===== src/rtl/obi_wb_bridge.sv =====
// obi_wb_bridge: OBI-style (req/gnt/rvalid) to classic Wishbone master bridge.
// Accepted requests are queued in a small FIFO. The head of the queue is
// presented on Wishbone until ack, err or timeout. One rvalid pulse is
// returned per request, in request order, and writes also get a response.
//   clk, rst_n                  clock, async active-low reset
//   req_i/gnt_o/addr_i/we_i/be_i/wdata_i   OBI request channel
//   rvalid_o/rdata_o/err_o      OBI response channel (no back-pressure)
//   wb_*                        Wishbone classic master
//   pending_o/busy_o            queued plus in-flight request count
module obi_wb_bridge #(
  parameter int ADDR_WIDTH     = 32,
  parameter int DATA_WIDTH     = 32,
  parameter int FIFO_DEPTH     = 2,
  parameter int TIMEOUT_CYCLES = 0
) (
  input  logic                             clk,
  input  logic                             rst_n,
  input  logic                             req_i,
  output logic                             gnt_o,
  input  logic [ADDR_WIDTH-1:0]            addr_i,
  input  logic                             we_i,
  input  logic [DATA_WIDTH/8-1:0]          be_i,
  input  logic [DATA_WIDTH-1:0]            wdata_i,
  output logic                             rvalid_o,
  output logic [DATA_WIDTH-1:0]            rdata_o,
  output logic                             err_o,
  output logic                             wb_cyc_o,
  output logic                             wb_stb_o,
  output logic                             wb_we_o,
  output logic [ADDR_WIDTH-1:0]            wb_addr_o,
  output logic [DATA_WIDTH/8-1:0]          wb_sel_o,
  output logic [DATA_WIDTH-1:0]            wb_data_o,
  input  logic [DATA_WIDTH-1:0]            wb_data_i,
  input  logic                             wb_ack_i,
  input  logic                             wb_err_i,
  output logic [$clog2(FIFO_DEPTH+1)-1:0]  pending_o,
  output logic                             busy_o
);
  localparam int BW = DATA_WIDTH / 8;
  localparam int CW = $clog2(FIFO_DEPTH + 1);
  localparam int PW = (FIFO_DEPTH > 1) ? $clog2(FIFO_DEPTH) : 1;
  localparam int TW = (TIMEOUT_CYCLES > 1) ? $clog2(TIMEOUT_CYCLES) : 1;
  localparam logic [TW-1:0] TMO_LAST = TW'((TIMEOUT_CYCLES > 0) ? TIMEOUT_CYCLES - 1 : 0);
  localparam logic [PW-1:0] PTR_LAST = PW'(FIFO_DEPTH - 1);

  typedef struct packed {
    logic [ADDR_WIDTH-1:0] addr;
    logic                  we;
    logic [BW-1:0]         be;
    logic [DATA_WIDTH-1:0] wdata;
  } req_t;

  typedef enum logic [1:0] {IDLE, BUS, RESP} state_t;

  // ---------------- request queue ----------------
  req_t            mem_q [FIFO_DEPTH];
  logic [PW-1:0]   wr_ptr_q, wr_ptr_d, rd_ptr_q, rd_ptr_d;
  logic [CW-1:0]   count_q, count_d;
  logic            full, empty, push, pop;

  state_t          state_q;
  logic [TW-1:0]   tmo_cnt_q;
  logic            wb_cyc_q, wb_we_q, rvalid_q, err_q;
  logic [ADDR_WIDTH-1:0] wb_addr_q;
  logic [BW-1:0]   wb_sel_q;
  logic [DATA_WIDTH-1:0] wb_data_q, rdata_q;
  logic            tmo_hit, term, term_err;
  req_t            head;

  assign full  = (count_q == CW'(FIFO_DEPTH));
  assign empty = (count_q == '0);
  // Gating with rst_n keeps the grant low while reset is held.
  assign gnt_o = rst_n & ~full;
  assign push  = req_i & gnt_o;
  assign head  = mem_q[rd_ptr_q];

  always_comb begin
    wr_ptr_d = wr_ptr_q;
    rd_ptr_d = rd_ptr_q;
    count_d  = count_q;
    if (push) wr_ptr_d = (wr_ptr_q == PTR_LAST) ? '0 : wr_ptr_q + PW'(1);
    if (pop)  rd_ptr_d = (rd_ptr_q == PTR_LAST) ? '0 : rd_ptr_q + PW'(1);
    case ({push, pop})
      2'b10:   count_d = count_q + CW'(1);
      2'b01:   count_d = count_q - CW'(1);
      default: count_d = count_q;
    endcase
  end

  always_ff @(posedge clk or negedge rst_n) begin
    if (!rst_n) begin
      wr_ptr_q <= '0;
      rd_ptr_q <= '0;
      count_q  <= '0;
    end else begin
      wr_ptr_q <= wr_ptr_d;
      rd_ptr_q <= rd_ptr_d;
      count_q  <= count_d;
    end
  end

  // Payload storage needs no reset: entries are only read once counted.
  always_ff @(posedge clk) begin
    if (push) mem_q[wr_ptr_q] <= '{addr: addr_i, we: we_i, be: be_i, wdata: wdata_i};
  end

  // ---------------- bus FSM ----------------
  assign tmo_hit  = (TIMEOUT_CYCLES != 0) && (tmo_cnt_q == TMO_LAST);
  assign term     = wb_ack_i | wb_err_i | tmo_hit;
  // Error wins over ack; a timeout only counts when nothing answered.
  assign term_err = wb_err_i | ~wb_ack_i;
  // Head leaves the queue only when its Wishbone cycle terminates.
  assign pop      = (state_q == BUS) & term;

  always_ff @(posedge clk or negedge rst_n) begin
    if (!rst_n) begin
      state_q   <= IDLE;
      tmo_cnt_q <= '0;
      wb_cyc_q  <= 1'b0;
      wb_we_q   <= 1'b0;
      wb_addr_q <= '0;
      wb_sel_q  <= '0;
      wb_data_q <= '0;
      rvalid_q  <= 1'b0;
      err_q     <= 1'b0;
      rdata_q   <= '0;
    end else begin
      case (state_q)
        IDLE: if (!empty) begin
          wb_cyc_q  <= 1'b1;
          wb_we_q   <= head.we;
          wb_addr_q <= head.addr;
          wb_sel_q  <= head.be;
          wb_data_q <= head.wdata;
          tmo_cnt_q <= '0;
          state_q   <= BUS;
        end
        BUS: begin
          tmo_cnt_q <= tmo_cnt_q + TW'(1);
          if (term) begin
            wb_cyc_q <= 1'b0;
            rvalid_q <= 1'b1;
            err_q    <= term_err;
            rdata_q  <= (!wb_we_q && !term_err) ? wb_data_i : '0;
            state_q  <= RESP;
          end
        end
        default: begin
          rvalid_q <= 1'b0;
          err_q    <= 1'b0;
          rdata_q  <= '0;
          state_q  <= IDLE;
        end
      endcase
    end
  end

  assign wb_cyc_o  = wb_cyc_q;
  assign wb_stb_o  = wb_cyc_q;
  assign wb_we_o   = wb_we_q;
  assign wb_addr_o = wb_addr_q;
  assign wb_sel_o  = wb_sel_q;
  assign wb_data_o = wb_data_q;
  assign rvalid_o  = rvalid_q;
  assign err_o     = err_q;
  assign rdata_o   = rdata_q;
  assign pending_o = count_q;
  assign busy_o    = (count_q != '0);
endmodule


===== config.mk =====
export PLATFORM = sky130hd
export DESIGN_NAME = obi_wb_bridge
export DESIGN_NICKNAME = d
export VERILOG_FILES = /design/src/rtl/obi_wb_bridge.sv
export SDC_FILE = /design/constraint.sdc
export NUM_CORES = 1
export LEC_CHECK = 0
export ABC_AREA = 1
export CAP_MARGIN = 20
export CORE_MARGIN = 2
export CORE_UTILIZATION = 43
export CTS_CLUSTER_DIAMETER = 40
export DETAILED_ROUTE_END_ITERATION = 12
export GPL_TIMING_DRIVEN = 1
export PLACE_DENSITY = 0.7
export SYNTH_ARGS = -nofsm -noshare
export SYNTH_HDL_FRONTEND = slang
export SYNTH_SLANG_ARGS = --single-unit

===== constraint.sdc =====
create_clock -name clk -period 4.85 [get_ports clk]
set_input_delay 1.2125 -clock clk [delete_from_list [all_inputs] [get_ports clk]]
set_output_delay 1.2125 -clock clk [all_outputs]
set_load 0.01 [all_outputs]

# [Word level (Yosys, flattened, before mapping)]
# Memory sizes are Yosys's and may differ from the RTL's. A register that Yosys moved wholly into a read port is not among the register bits.
# Index checks and enable logic that the tools add are counted.
[word_totals] output_inout_bits=109 latchBits=0 romBits=0 mem_count=1 reg_bits=41 in_bits=106 word_cells=59 ram_bits=138
[mem_list] memory="mem_q" depth=2 word_bits=69 read_ports=1 rd_ports_with_merged_regs=1 write_ports=1 line_no="56" rtl="req_t mem_q [FIFO_DEPTH];"
[op_classes] n_reduce_logical=13 shifts=0 n_bitwise=9 magnitude_cmp=0 n_eq_ne=6 n_div=0 add_sub_neg=4 muxes=18 n_mul=0
[ops] operator="two-way mux 32 bit" n=2
[ops] operator="case mux 32 bit (2 select lines)" n=1
[ops] operator="two-way mux 1 bit" n=8
[ops] operator="case mux 2 bit (2 select lines)" n=2
[ops] operator="case mux 1 bit (2 select lines)" n=3
[ops] operator="AND reduction 2 bit" n=3
[ops] operator="nonzero test 2 bit" n=3
[ops] operator="equality test 2 x 1 -> 1 bit, second input constant" n=2
[ops] operator="equality test 2 bit, second input constant" n=2
[ops] operator="zero test 2 bit" n=2
[ops] operator="two-way mux 2 bit" n=2
[ops] operator="!= test 2 bit, second input constant" n=2
[ops] operator="inverter 1 bit" n=4
[ops] operator="bitwise AND 1 bit" n=3
[ops] operator="zero test 1 bit" n=3
[ops] operator="AND reduction 3 bit" n=1
[ops] operator="adder 1 bit, second input constant" n=2
[ops] operator="adder 2 x 1 -> 2 bit, second input constant" n=1
[ops] operator="OR 1 bit" n=2
[ops] operator="subtractor 2 x 1 -> 2 bit, second input constant" n=1
[ops] operator="logical AND 1 bit" n=1

# [Logic depth before layout (Yosys ltp)]
# Gate-level depths: netlist (run 1).
[depth] ltp_word=7 mapped_depth=10 depth_no_buf=10

# [Worst setup path before layout (run 1)]
# OpenSTA, ideal clock, no wires.
[synth_path] kind="input to register" from="in req_i" to="mem mem_q[1][0] (netlist name), enable pin" arrival_ns=4.219 required_ns=4.353 path_buffers=0 path_stages=2 setup_time_ns=0.497 path_slack_ns=0.134 path_cell_list="nand3_1 nor2_1"
[synth_between] elab_chain_cells=3
[synth_lines] element="start, declared" line_no="18" rtl="input logic req_i,"
[synth_lines] element="bitwise AND 1 bit" line_no="74" rtl="assign push = req_i & gnt_o;"
[synth_lines] element="two-way mux 1 bit" line_no="104" rtl="if (push) mem_q[wr_ptr_q] <= '{addr: addr_i, we: we_i, be: be_i, wdata: wdata_i};"
[synth_lines] element="two-way mux 1 bit (not written as such)" line_no="104"
[synth_lines] element="end, declared" line_no="56"
# Every way passes these cells.

# [Worst setup path after layout (run 1)]
[layout_path] from="in rst_n" to="out gnt_o"
[layout_between] elab_chain_cells=1
[layout_lines] element="start, declared" line_no="17" rtl="input logic rst_n,"
[layout_lines] element="bitwise AND 1 bit" line_no="73" rtl="assign gnt_o = rst_n & ~full;"
[layout_lines] element="end, declared" line_no="19" rtl="output logic gnt_o,"
# Every way passes these cells.

==> out/results.txt, run 1 <==
Status - finished, final reports clean
Setup violators final - 0
Ys flop type - edfxtp_1
DRT iter0 DRCs - 338
Final ANT Viol Nets - 0
Post_cts resized - 0
Synth cell count leaders - nand2_1 (502), edfxtp_1 (138), dfrtp_1 (110)
Synthesized area - 9270 um2
I/O pins - 215
Worst setup path end - gnt_o
TritonCTS clock tree - done
GPL Wtd Cong - 0.725
IO buf count - 214
CTS H-tree depth - 2
RSZ-0062 raised after global routing - false
Worst Setup SP - rst_n
Ranking of synthesized cells by area - edfxtp_1 (45%), dfrtp_1 (30%), nand2_1 (20%), nand3_1 (1.8%), buf_2 (0.97%)
Area share of the largest cell type after synthesis - 0.447
Rows - 53
Startpoint types - input port
First-pass GRT wire length - 34.1 mm
Mapped Cells - 847
Seq/Total Area, Yosys - 0.744
GRT Total Usage - 0.195
Max-cap violation count - 0
FF-to-FF End - wb_data_o[13]
Tcrit/Tclk final - 0.744
Fin. max-slew vios - 0
Worst Skew - 20.4 ps
Layout net count - 1176
Crit-path max FO - 28
Drt wl/cell - 16.1 um
R2R depth - 7
DP HPWL - 13.3 mm
Min Tclk post-route - 3610 ps
Hold Vio Cnt, Final - 0
Antenna cell count - 0
Post-CTS Setup Bufs - 0
Full die area - 22700 um2
Die Height - 151 um
Reg2reg start - rd_ptr_q
Clk sinks - 248
CP cell instances - buf_4 > a21boi_0 > clkdlybuf4s50_1
Initial Util - 0.439
Data arrival, critical path - 2400 ps
Leak - 5.77 nW
FFs w/ async S/R, synth - 0.444
Max_slew headroom - 0.405
Largest area contributor in the netlist - edfxtp_1
CTS buffer count - 34
Via count - 6607
Setup TNS - 0 ps
Yosys cell types - 18
#FFs+latches synth - 248
DRC - 0
Area Overhead vs Synth - 39.5%
R2r setup slk - 2470 ps
Hold buffer count at cts - 0
Synth Area per Inst - 10.9 um2
Final instance area - 12900 um2
Worst vdd ir - 0.340 mV
Worst-path clk slew - 50 ps
CP Capture Type - primary output
PwrDens - 641 nW/um2
Core ar. - 21100 um2
Vias in the first global route - 6577
Share of cells above drive strength 1 - 0.0721
Post-Route WL - 22.1 mm
Hold Slack - 464 ps
Max incr delay on CP - 570 ps
Number of synthesized flops with an enable pin - 138
Worst EP required - 3640 ps
Antenna violations before repair - 0
Worst Hold Class - reg2reg
Grt ovf - 0
Hold Startpoint - rdata_o[7]
Slowest cell on crit path - clkdlybuf4s50_1
Area post-placement - 11700 um2
Slew @ Worst Pin - 893 ps
Post-Syn Nets - 954
Top-count cell post-synth - nand2_1
Ratio of routed vias to standard cells - 4.82
CTS root buf - clkbuf_16
Pin count of the biggest net entering global routing - 72
First-pass DRT Iterations - 5
CTS max path bufs - 3
Maximum clock frequency - 277 MHz
Skew-Pair Late Insertion Delay - 500 ps
Yosys warns - 0
Worst setup path class - in2out
Die width - 151 um
==> cell type report <==
type | instances | area [um2]
fillers | 1679 | 8160
flip-flops and latches | 248 | 6900
repair buffers | 225 | 2270
multi-input cells | 547 | 2160
clock buffers | 41 | 951
well taps | 275 | 344
clock inverters | 21 | 244
inverters | 13 | 50.0
==> cells by family (layout without fill, tap and decap cells) <==
| kind of cell | count (synthesis) | after routing | synth area share |
|---|---|---|---|
| XOR/XNOR | 1 | 1 | 0.000945 |
| buffers and inverters | 52 | 300 | 0.0251 |
| AND/OR/NAND/NOR | 543 | 543 | 0.227 |
| adder cells (fa/ha/maj) | 1 | 1 | 0.00135 |
| AO/OA/AOI/OAI | 2 | 2 | 0.00176 |
| flip-flops | 248 | 248 | 0.744 |
==> where the power goes <==
group	switching [mW]	internal (mW)	leakage, nW
Sequential	0.248	2.77	2.67
Combinational	1.58	1.14	2.51
Clock	0.928	1.63	0.579
==> placed cells by master, fill, tap and decap left out, types with 2 or more instances in the layout <==
master	synthesis	routed
inv_6	0	4
buf_4	2	9
clkinv_1	0	3
clkinv_2	0	3
clkinv_4	0	6
bufinv_16	0	4
clkbuf_1	18	3
nor2_4	1	2
dfrtp_1	110	109
clkinvlp_4	0	2
nand3_1	34	34
clkbuf_16	0	37
nand2_1	502	502
edfxtp_1	138	138
nand4_1	2	2
inv_1	9	8
buf_16	0	2
clkdlybuf4s50_1	0	213
inv_2	4	4
==> layer usage <==
| layer | wire, um | vias to the layer above | share of wire | global-route usage |
|---|---|---|---|---|
| met1 | 8800 | 3187 | 0.40 | 0.236 |
| met4 | 459 | 0 | 0.021 | 0.0589 |
| met5 | 0 | - | 0 | 0 |
| met2 | 11000 | 223 | 0.50 | 0.342 |
| li1 | - | 3166 | - | - |
| met3 | 1790 | 31 | 0.081 | 0.0536 |
==> worst min path at each step <==
stage	to	slack, ps	cells after the start
after CTS	rdata_o[7]	470	2
after global placement	rdata_o[3]	450	2
final	rdata_o[7]	460	2
after global routing	rdata_o[27]	480	2
after detailed placement	rdata_o[29]	460	2
after floorplan	wr_ptr_q	440	2
==> flip-flops by register name (all words and copies together) (netlist names), 2 cells and up <==
register and cells:
state_q 2, wb_addr_o 32, wb_data_o 32, rdata_o 32, mem_q 138, pending_o 2
wb_sel_o 4
==> metrics by stage <==
stage	cells	utilization	setup slack, ps	total power, mW
after floorplan	847	-	134	4.47
after global placement	1306	0.554	1270	5.68
after detailed placement	1307	0.555	1220	5.77
after CTS	1369	0.612	1220	8.37
after global routing	1370	0.613	1100	8.81
final	1370	0.613	1240	8.29
==> critical path, delay by kind of cell <==
family / cells / cell delay (ps)
compound gates: 1 / 250
buf+inv: 2 / 930
(Power assumes the default switching activity.)
==> run 2: changes to the inputs <==
clock period = 3.5 ns   (was 4.85 ns; I/O delays follow)
==> run 2 against run 1 <==
Register-to-register slack worse by 1100 ps. Core utilization about the same. Wire length down 3.2%. Clock skew down 2.9 ps. Sequential share of layout area about the same. Cell count about the same. Highest routed layer unchanged.
==> out/results.txt, run 2 (synthesis results as in run 1) <==
Status - finished, final reports clean
Slew @ Worst Pin - 923 ps (+30.5 ps)
Logic pwr share - 0.320 (-0.007)
Sequential Power Share - 0.367 (+0.003)
I/O pins - 215 (unchanged)
Die width - 151 um (unchanged)
R2R depth - 8 (+1)
Maximum clock frequency - 346 MHz
FILL cells - 1641 (-2.3%)
DP HPWL - 13.0 mm (-2.4%)
Setup TNS - 0 ps (unchanged)
GPL Wtd Cong - 0.763 (+5.2%)
Pre-CTS setup slack - 467 ps (-754 ps)
Skew-Pair Late Insertion Delay - 500 ps (about the same)
Post-CTS Setup Bufs - 0 (unchanged)
DRC - 0 (unchanged)
Most common cell after layout, fill and taps aside - nand2_1
Setup violators final - 0 (unchanged)
Final ANT Viol Nets - 0 (unchanged)
Grt ovf - 0 (unchanged)
CTS H-tree depth - 2 (unchanged)
Pin count of the biggest net entering global routing - 72 (unchanged)
Worst setup path class - in2out
Share of cells above drive strength 1 - 0.0730 (+0.000847)
Area Overhead vs Synth - 39.4% (about the same)
Hold buffer count at cts - 0 (unchanged)
Full die area - 22700 um2 (unchanged)
Worst vdd ir - 0.528 mV (+55%)
FF-to-FF End - pending_o[1]
CTS buffer count - 36 (+5.9%)
Antenna cell count - 0 (unchanged)
Crit-path max FO - 25 (-11%)
Initial Util - 0.439 (unchanged)
Max FFs per register - 138 (unchanged)
CTS root buf - clkbuf_16
Min Tclk post-route - 2890 ps
Fin. max-slew vios - 0 (unchanged)
TritonCTS clock tree - done
Rows - 53 (unchanged)
Layout net count - 1177 (+0.085%)
Hold Vio Cnt, Final - 0 (unchanged)
Worst Hold Class - in2async
Post-Route WL - 21.4 mm (-3.2%)
GRT Total Usage - 0.189 (-0.00624)
Max-cap violation count - 0 (unchanged)
Worst-path clk slew - 50 ps (about the same)
First-pass DRT Iterations - 4 (-1)
Data arrival, critical path - 2010 ps (-390 ps)
Reg2reg start - state_q[1]
PwrDens - 887 nW/um2 (+38%)
Top reg by flops - mem_q
CTS max path bufs - 3 (unchanged)
RSZ-0062 raised after global routing - false
Max_slew headroom - 0.383 (-0.0217)
Worst Skew - 17.6 ps (-2.85 ps)
Commonest cells after routing, fill and taps aside - nand2_1 (502), clkdlybuf4s50_1 (213), edfxtp_1 (138)
Final WS setup - 612 ps (-627 ps)
R2r setup slk - 1410 ps (-1060 ps)
CP Capture Type - primary output
Clock power share - 0.312 (+0.003)
Core ar. - 21100 um2 (unchanged)
Vias in the first global route - 6562 (-0.23%)
Util after Layout - 0.612 (about the same)
Ratio of routed vias to standard cells - 4.80 (-0.53%)
Antenna violations before repair - 0 (unchanged)
Worst EP required - 2620 ps (-1020 ps)
Drt wl/cell - 15.6 um (-3.3%)
Startpoint types - input port
Int Pwr - 7.65 mW (+38%)
Via count - 6577 (-0.45%)
Leak - 5.76 nW (about the same)
First-pass GRT wire length - 33.2 mm (-2.7%)
Net Switching - 3.80 mW (+38%)
Switch share - 0.332 (about the same)
DRT iter0 DRCs - 312 (-7.7%)
Clk sinks - 248 (unchanged)
Worst Setup SP - rst_n
IO buf count - 214 (unchanged)
Worst setup path end - gnt_o
Tcrit/Tclk final - 0.825
Post_cts resized - 0 (unchanged)
Die Height - 151 um (unchanged)
==> run 2: changes by cell type in the layout (fill, tap and decap cells not counted), sizes merged <==
cell,before,now
buf,12,11
clkbuf,41,43
clkinv,12,11
inv,16,17
==> run 2: layer usage <==
layer | wire length (um) | global-route usage | share of wire
met5 | 0 | 0 | 0
met1 | 8500 | 0.230 | 0.40
met4 | 741 | 0.0790 | 0.035
met3 | 1700 | 0.0443 | 0.079
met2 | 10400 | 0.324 | 0.49
==> run 2: critical path, cell delays in order <==
cell and delay [ps]:
buf_4 310, a21boi_0 250, clkdlybuf4s50_1 570
==> run 2: cell type report <==
class	instances	area (um2)	area share
repair buffers	224	2250	0.174
inverters	13	50.0	0.00388
multi-input cells	547	2160	0.167
flip-flops and latches	248	6900	0.534
clock inverters	21	249	0.0193
clock buffers	43	958	0.0742
well taps	275	344	0.0266
==> run 2: worst min-delay path by stage <==
| stage | to | start | slack [ps] | cells past startpoint |
|---|---|---|---|---|
| after global routing | wb_addr_o[20] | rst_n | 300 | 1 |
| after floorplan | wr_ptr_q | wr_ptr_q | 440 | 2 |
| after global placement | rdata_o[20] | rdata_o[20] | 450 | 2 |
| after detailed placement | rdata_o[11] | rdata_o[11] | 460 | 2 |
| after CTS | wb_addr_o[24] | rst_n | 290 | 1 |
| final | wb_data_o[22] | rst_n | 300 | 1 |
==> run 2: stage by stage <==
| step | hold slack [ps] | total power [mW] | cells | area (um2) |
|---|---|---|---|---|
| floorplan | 442 | 6.20 | 847 | 9270 |
| CTS | 292 | 11.6 | 1371 | 12900 |
| detailed placement | 459 | 7.98 | 1307 | 11700 |
| global placement | 452 | 7.90 | 1307 | 11700 |
| finish | 297 | 11.4 | 1371 | 12900 |
| global route | 303 | 12.2 | 1371 | 12900 |
==> run 2: power groups by stage <==
stage,logic [mW],registers [mW],clock network (mW)
4_1_cts,3.75,4.21,3.65
2_1_floorplan,1.78,4.41,0
3_5_place_dp,3.74,4.25,0
5_1_grt,4.11,4.28,3.77
6_report,3.67,4.21,3.58
3_3_place_gp,3.66,4.25,0
==> run 3: changes to the inputs <==
PLACE_DENSITY = 0.73   (was 0.7)
clock period = 2.63 ns   (was 3.5 ns; I/O delays follow)
==> run 3 against run 2 <==
Hold slack gained 79 ps. Wire length shrank 2.4%. Global-route usage shrank 0.57 points. Non-clock buffer count grew 2. Setup slack lost 480 ps. Sequential share of layout area grew 0.62 points. First-iteration DRC count grew 15%. Sequential cell count is the same. Die area is the same. Count of clock-buffer cells in the layout shrank 12. Core utilization shrank 0.70 points.
==> out/results.txt, run 3 (synthesis results as in run 1) <==
Int Pwr - 9.66 mW (+26%)
Startpoint types - register
Die Height - 151 um (unchanged)
Rows - 53 (unchanged)
Ratio of routed vias to standard cells - 4.78 (-0.26%)
Clk sinks - 248 (unchanged)
Pin count of the biggest net entering global routing - 72 (unchanged)
Worst setup path end - busy_o
First-pass DRT Iterations - 6 (+2)
Final ANT Viol Nets - 0 (unchanged)
Logic pwr share - 0.332 (+0.012)
Leak - 5.68 nW (-1.4%)
Tot Pwr - 14.6 mW (+28%)
Hold buffer count at cts - 0 (unchanged)
Worst vdd ir - 0.652 mV (+24%)
Drt wl/cell - 15.3 um (-2.0%)
Full die area - 22700 um2 (unchanged)
Final instance area - 12800 um2 (-1.1%)
Reg2reg start - pending_o[1]
Worst EP required - 1970 ps (-650 ps)
Net Switching - 4.99 mW (+31%)
Status - finished, final reports clean
Grt ovf - 0 (unchanged)
Slew @ Worst Pin - 910 ps (-13.0 ps)
Sequential Power Share - 0.383 (+0.016)
Worst setup path class - reg2out
Post-Route WL - 20.9 mm (-2.4%)
Max-cap violation count - 0 (unchanged)
I/O pins - 215 (unchanged)
GRT Total Usage - 0.183 (-0.00567)
Via count - 6531 (-0.70%)
Layout net count - 1174 (-0.25%)
CTS max path bufs - 3 (unchanged)
Area Overhead vs Synth - 37.8%
TritonCTS clock tree - done
Pre-CTS setup slack - 335 ps (-132 ps)
Data arrival, critical path - 1840 ps (-170 ps)
Most common cell after layout, fill and taps aside - nand2_1
Initial Util - 0.439 (unchanged)
Core ar. - 21100 um2 (unchanged)
FF-to-FF End - wb_data_o[21]
Worst Setup SP - pending_o[1]
Skew-Pair Late Insertion Delay - 540 ps (+40 ps)
First-pass GRT wire length - 32.9 mm (-0.87%)
PwrDens - 1150 nW/um2 (+29%)
CP Capture Type - primary output
Worst Skew - 15.5 ps (-2.10 ps)
CTS H-tree depth - 1 (-1)
Top reg by flops - mem_q
Final WS setup - 131 ps (-481 ps)
DP HPWL - 12.8 mm (-1.4%)
Crit-path max FO - 5 (-80%)
Post_cts resized - 0 (unchanged)
Maximum clock frequency - 400 MHz
Die width - 151 um (unchanged)
CTS root buf - clkbuf_16
DRT iter0 DRCs - 359 (+15%)
R2R depth - 5 (-3)
Worst Hold Class - in2async
Vias in the first global route - 6601 (+0.59%)
DRC - 0 (unchanged)
RSZ-0062 raised after global routing - false
Clock power share - 0.285 (-0.027)
Worst-path clk slew - 60 ps (about the same)
Post-CTS Setup Bufs - 0 (unchanged)
Antenna violations before repair - 0 (unchanged)
CTS buffer count - 31 (-14%)
Switch share - 0.341 (+0.00842)
Tcrit/Tclk final - 0.950
Fin. max-slew vios - 0 (unchanged)
Hold Vio Cnt, Final - 0 (unchanged)
Max FFs per register - 138 (unchanged)
Area post-placement - 11700 um2 (+0.13%)
Share of cells above drive strength 1 - 0.0725 (-0.000516)
GPL Wtd Cong - 0.796 (+4.3%)
IO buf count - 214 (unchanged)
Setup TNS - 0 ps (unchanged)
Setup violators final - 0 (unchanged)
Min Tclk post-route - 2500 ps
Max_slew headroom - 0.393 (+0.0100)
R2r setup slk - 670 ps (-740 ps)
Commonest cells after routing, fill and taps aside - nand2_1 (502), clkdlybuf4s50_1 (213), edfxtp_1 (138)
Antenna cell count - 0 (unchanged)
## run 3: changes by cell type in the layout (fill, tap and decap cells not counted), sizes merged
cell      before  now
inv           17   20
clkinv        11    9
bufinv         4    3
buf           11   13
clkinvlp       2    6
clkbuf        43   31
## run 3: routing by layer
layer / up-vias / GRT usage / routed length, um
li1: 3161 / - / -
met1: 3124 / 0.229 / 8680
met2: 209 / 0.324 / 10300
met3: 37 / 0.0340 / 1410
met4: 0 / 0.0575 / 511
met5: - / 0 / 0
## run 3: how the worst min path moves through the flow
| stage | from | end | cells past startpoint |
|---|---|---|---|
| finish | rst_n | rvalid_o | 2 |
| global route | rst_n | rvalid_o | 2 |
| CTS | rst_n | wb_cyc_o | 2 |
| detailed placement | rdata_o[26] | rdata_o[26] | 2 |
| global placement | rdata_o[29] | rdata_o[29] | 2 |
| floorplan | rst_n | err_o | 0 |
## run 3: cell type report
class	instances	area, um2
fill	1662	8320
sequential	248	6900
timing repair buffer	226	2270
multi-input combinational	547	2160
clock buffer	31	776
tap	275	344
clock inverter	25	269
inverter	13	50.0
## run 3: stage by stage
step | utilization | instances | hold slack (ps)
2_1_floorplan | - | 847 | 362
4_1_cts | 0.605 | 1365 | 387
5_1_grt | 0.605 | 1365 | 459
3_3_place_gp | 0.556 | 1309 | 452
3_5_place_dp | 0.556 | 1309 | 458
6_report | 0.605 | 1365 | 376
## run 3: critical path, cell delays in order (launching register included)
cell and delay (ps):
dfrtp_1 430, inv_1 120, nand2_1 170, clkdlybuf4s50_1 580
## run 3: power by group through the flow
stage                     Combinational [mW]  Sequential [mW]  Clock [mW]
after floorplan                         2.38             5.87           0
after global placement                  4.84             5.66           0
after detailed placement                4.93             5.67           0
after CTS                               4.96             5.61        4.25
after global routing                    5.45             5.71        4.42
final                                   4.86             5.60        4.18
